==> src/rtl/prom_loader_pkg.sv <==
// Shared definitions for the program ROM loader: state encoding and instruction format.
package prom_loader_pkg;

  localparam int unsigned INSTR_W       = 15;
  localparam int unsigned HI_MARKER_BIT = 7;

  typedef enum logic [2:0] {
    S_IDLE  = 3'd0,
    S_HI    = 3'd1,
    S_LO    = 3'd2,
    S_WRITE = 3'd3,
    S_CHK   = 3'd4,
    S_DONE  = 3'd5,
    S_ERR   = 3'd6
  } state_t;

endpackage

==> src/rtl/prom_loader.sv <==
// Byte-stream instruction image loader: assembles 15-bit words, writes them to
// instruction memory, verifies a trailing 8-bit checksum and gates the CPU.
module prom_loader
  import prom_loader_pkg::*;
#(
  parameter int unsigned ADDR_W = 4,
  parameter int unsigned WORDS  = 16
) (
  input  logic               CLK_LD,
  input  logic               RESET,
  input  logic               START,
  input  logic [7:0]         RX_DATA,
  input  logic               RX_VALID,
  output logic               RX_READY,
  output logic               WR_EN,
  output logic [ADDR_W-1:0]  WR_ADDR,
  output logic [INSTR_W-1:0] WR_DATA,
  output logic               CPU_HOLD,
  output logic               LOAD_DONE,
  output logic               LOAD_ERR
);

  localparam logic [ADDR_W-1:0] LAST_IDX = ADDR_W'(WORDS - 1);

  state_t            state_q;
  state_t            state_d;
  logic [ADDR_W-1:0] cnt_q;
  logic [7:0]        acc_q;
  logic              accept;
  logic              begin_load;

  assign accept     = RX_VALID && RX_READY;
  assign begin_load = START && (state_q == S_IDLE || state_q == S_DONE || state_q == S_ERR);

  // State register
  always_ff @(posedge CLK_LD) begin
    if (RESET) state_q <= S_IDLE;
    else       state_q <= state_d;
  end

  // Next-state logic
  always_comb begin
    state_d = state_q;
    case (state_q)
      S_IDLE, S_DONE, S_ERR: begin
        if (START) state_d = S_HI;
      end
      S_HI: begin
        if (accept) state_d = RX_DATA[HI_MARKER_BIT] ? S_ERR : S_LO;
      end
      S_LO: begin
        if (accept) state_d = S_WRITE;
      end
      S_WRITE: begin
        state_d = (cnt_q == LAST_IDX) ? S_CHK : S_HI;
      end
      S_CHK: begin
        if (accept) state_d = (RX_DATA == acc_q) ? S_DONE : S_ERR;
      end
      default: state_d = S_IDLE;
    endcase
  end

  // Outputs are registered from the next state so they track the state register exactly.
  always_ff @(posedge CLK_LD) begin
    if (RESET) begin
      RX_READY  <= 1'b0;
      WR_EN     <= 1'b0;
      WR_ADDR   <= '0;
      WR_DATA   <= '0;
      CPU_HOLD  <= 1'b0;
      LOAD_DONE <= 1'b0;
      LOAD_ERR  <= 1'b0;
      cnt_q     <= '0;
      acc_q     <= '0;
    end else begin
      RX_READY  <= (state_d == S_HI) || (state_d == S_LO) || (state_d == S_CHK);
      WR_EN     <= (state_d == S_WRITE);
      CPU_HOLD  <= !((state_d == S_IDLE) || (state_d == S_DONE));
      LOAD_DONE <= (state_d == S_DONE);
      LOAD_ERR  <= (state_d == S_ERR);

      if (begin_load) begin
        cnt_q <= '0;
        acc_q <= '0;
      end else begin
        if (state_q == S_WRITE && cnt_q != LAST_IDX) cnt_q <= cnt_q + ADDR_W'(1);
        if (accept && (state_q == S_HI || state_q == S_LO)) acc_q <= acc_q + RX_DATA;
      end

      if (accept && state_q == S_HI) WR_DATA[INSTR_W-1:8] <= RX_DATA[HI_MARKER_BIT-1:0];
      if (accept && state_q == S_LO) WR_DATA[7:0] <= RX_DATA;

      // Counter still holds the current word index while LO is being accepted.
      if (state_d == S_WRITE) WR_ADDR <= cnt_q;
    end
  end

endmodule

==> config.mk <==
export PLATFORM = sky130hd
export DESIGN_NAME = prom_loader
export DESIGN_NICKNAME = d
export VERILOG_FILES = /design/src/rtl/prom_loader_pkg.sv /design/src/rtl/prom_loader.sv
export SDC_FILE = /design/constraint.sdc
export NUM_CORES = 1
export LEC_CHECK = 0
export CORE_ASPECT_RATIO = 0.6
export CORE_UTILIZATION = 48
export CTS_BUF_LIST = sky130_fd_sc_hd__clkbuf_8
export DETAILED_ROUTE_END_ITERATION = 7
export PLACE_DENSITY = 0.78
export SETUP_SLACK_MARGIN = 0.02
export SLEW_MARGIN = 25
export SYNTH_ARGS = -nofsm -noshare
export SYNTH_HDL_FRONTEND = slang
export SYNTH_SLANG_ARGS = --single-unit
==> constraint.sdc <==
create_clock -name CLK_LD -period 2.1 [get_ports CLK_LD]
set_clock_uncertainty 0.2 [all_clocks]
set_input_delay 0.42 -clock CLK_LD [delete_from_list [all_inputs] [get_ports CLK_LD]]
set_output_delay 0.42 -clock CLK_LD [all_outputs]
set_load 0.005 [all_outputs]
==> reports/metrics.csv <==
metric;value;unit
status;finished clean;
FILL cells;283;
CP bufs+invs;1;
site row count;17;
Skew-Pair Late Insertion Delay;0.29;ns
H-tree lvl count;2;
Worst-path clk slew;0.07;ns
CTS tree;built;
CP max stage delay;0.38;ns
Sink Count;39;
die area;4170;µm²
critical path class;in2reg;
antenna violations before repair;0;
WL final;4.85;mm
CP top delay family;simple AND/OR/NAND/NOR gates;
Unique masters post-synth;47;
busiest layer in global routing;met2;
antenna viol nets, final;0;
Setup Viol. Count Final;0;
Synth Warn #;0;
clock tree root driver cell;clkbuf_8;
Peak supply drop;0.381;mV
Data arrival, critical path;2.04;ns
synthesized flop and latch total;39;
number of flops mapped to enable cells by yosys;0;
1st-pass router iterations;7;
Hold Path Depth;3;
initial DRC count;92;
Final Hold Fails;0;
die width;82.7;µm
met2 Use GR;0.381;
Initial Utilization;0.506;
area grow syn2layout;48.9;%
Layout Nets;309;
Residual DRC;0;
final core utilization;0.754;
gpl congestion;0.930;
non-filler cells, final;335;
largest net degree at the start of global routing;28;
vias per inst;5.50;
met1 GRT Util;0.332;
Setup crit end kind;register;
Rel. slew slack;0.766;
diode count;0;
Main synth FF type;dfxtp_1;
Longest Clk Path Bufs;2;
Mapped Area;1870;µm²
slowest stage cell, crit path;o311a_4;
Static Leak;0.00106;µW
Peak Freq;486;MHz
CP required;2.09;ns
dpl cells;325;
worst hold slack;0.216;ns
global-route track usage on met3;0.0636;
unrepaired setup endpoints after global routing;true;
max-cap check violation count;0;
Chip Height;50.4;µm
pwr dens;555;nW/µm²
syn avg cell area;8.68;µm²
vias;1843;
Total Power;1550;µW
share of layout cells above drive strength 1;0.295;
Syn Nets;237;
sequential share of the synthesized area;0.417;
DP HPWL;3.38;mm
vias in the first global route;1661;
worst min path class;in2reg;
startpoint class of the critical path;primary input;
Worst-Margin Slew;0.351;ns
Crit path depth;7;
async set-reset flop share out of synthesis;0;
fin crit period;2.06;ns
cells on worst reg2reg path;6;
critical path peak fanout;4;
hold_buf cts;0;
Mapped Cells;216;
sequence of cells on the critical path;dlygate4sd2_1 -> ha_4 -> nor4_4 -> nand4b_1 -> o311a_4 -> nand2_2 -> mux2_4;
Placeable Area;3700;µm²
Num CTS Buffers;5;
GRT Residual Overflow;0;
Final Cycle Share;0.979;
Slew Viols, Final;0;
GRT Overall Usage;0.249;
PortBufs;35;
global-route wire length before repair;7.56;mm
Wirelength per Cell;14.5;µm
IO Count;36;
==> stage by stage <==
stage,setup WS (ns),TNS (ns),cell area [µm²]
2_1_floorplan,-0.0270,-0.0270,1960
3_3_place_gp,-0.673,-5.40,2600
3_5_place_dp,-0.713,-5.93,2600
4_1_cts,0.0155,0,2740
5_1_grt,-0.0195,-0.0195,2790
6_report,0.0431,0,2790
==> synth_stat cells (4+ instances only) <==
| master | n | area share |
|---|---|---|
| nand2_1 | 36 | 0.072 |
| nor3_1 | 6 | 0.016 |
| dfxtp_1 | 39 | 0.42 |
| nor2_1 | 19 | 0.038 |
| a211oi_1 | 5 | 0.020 |
| clkbuf_1 | 7 | 0.014 |
| a21oi_1 | 25 | 0.067 |
| xnor2_1 | 4 | 0.019 |
| mux2i_1 | 7 | 0.037 |
| inv_1 | 6 | 0.012 |
| ha_1 | 8 | 0.053 |
| o21ai_0 | 5 | 0.013 |
==> registers in the layout (all words and copies together), names as in the netlist <==
signal,cells
WR_DATA,15
acc_q,8
WR_ADDR,4
cnt_q,4
state_q,3
CPU_HOLD,1
LOAD_DONE,1
LOAD_ERR,1
RX_READY,1
WR_EN,1
==> final timing paths <==
path | from | end | slack, ns
worst max-delay path | RX_DATA[6] | RX_READY | 0.04
worst min register to register | WR_ADDR[2] | WR_ADDR[2] | 0.25
worst min-delay path | RX_DATA[0] | WR_DATA[0] | 0.22
worst max register to register | acc_q[1] | RX_READY | 0.04
==> layout make-up <==
class,instances,area [µm²],area share
Multi-Input combinational cell,162,1210,0.435
Sequential cell,39,787,0.282
Timing Repair Buffer,74,621,0.222
Clock buffer,6,82.6,0.0296
Tap cell,47,58.8,0.0211
Inverter,6,22.5,0.00807
Clock inverter,1,5.00,0.00179
==> tightest hold or removal path: stages <==
cell	delay, ns
buf_2	0.13
nand2_1	0.06
a21oi_1	0.05
==> placed cells by master (no fill, tap or decap), types with 2 or more instances in the layout <==
| master | Yosys | final |
|---|---|---|
| buf_4 | 0 | 39 |
| o21ai_0 | 5 | 3 |
| nor3_1 | 6 | 5 |
| clkbuf_8 | 0 | 6 |
| and4b_1 | 2 | 2 |
| nand2b_1 | 3 | 3 |
| clkdlybuf4s50_1 | 0 | 26 |
| buf_2 | 1 | 2 |
| a311o_1 | 2 | 2 |
| a21o_1 | 3 | 3 |
| dlymetal6s2s_1 | 0 | 2 |
| mux2_2 | 3 | 2 |
| ha_4 | 0 | 7 |
| dlygate4sd2_1 | 0 | 2 |
| dfxtp_2 | 0 | 5 |
| nand4b_1 | 2 | 2 |
| mux2i_1 | 7 | 7 |
| a211oi_2 | 0 | 2 |
| clkbuf_2 | 1 | 3 |
| nand3_1 | 3 | 3 |
| xnor2_1 | 4 | 3 |
| a211oi_1 | 5 | 3 |
| nand2_1 | 36 | 35 |
| dfxtp_1 | 39 | 34 |
| a21oi_1 | 25 | 24 |
| nor2_1 | 19 | 19 |
| inv_1 | 6 | 6 |
==> per-layer routing <==
metal  routed length [µm]  vias to the layer above
met4                   82                        0
met5                    0                        -
met2                 2130                       51
met3                  316                       10
li1                     -                      916
met1                 2320                      866
==> cell families after synthesis <==
family,count (synthesis),share of synthesized area
buffers and inverters,15,0.0314
adder cells (fa/ha/maj),9,0.0641
AO/OA/AOI/OAI,51,0.174
flip-flops,39,0.417
multiplexers,10,0.0554
AND/OR/NAND/NOR,87,0.235
XOR/XNOR,5,0.0234
==> power breakdown <==
group,internal [µW],leakage (µW),switching [µW]
Sequential,755,0.000318,16.9
Combinational,143,0.000695,124
Clock,257,0.0000470,253
Total,1160,0.00106,394
==> timing repair <==
| action | in CTS | in global routing |
|---|---|---|
| resized for setup | 24 | 21 |
| endpoints found under the hold margin | 0 | 0 |
| setup buffers | 0 | 3 |
| pin swaps | 7 | 12 |
| setup endpoints to repair | 10 | 5 |
No activity file was read; power rests on OpenSTA's default activity.
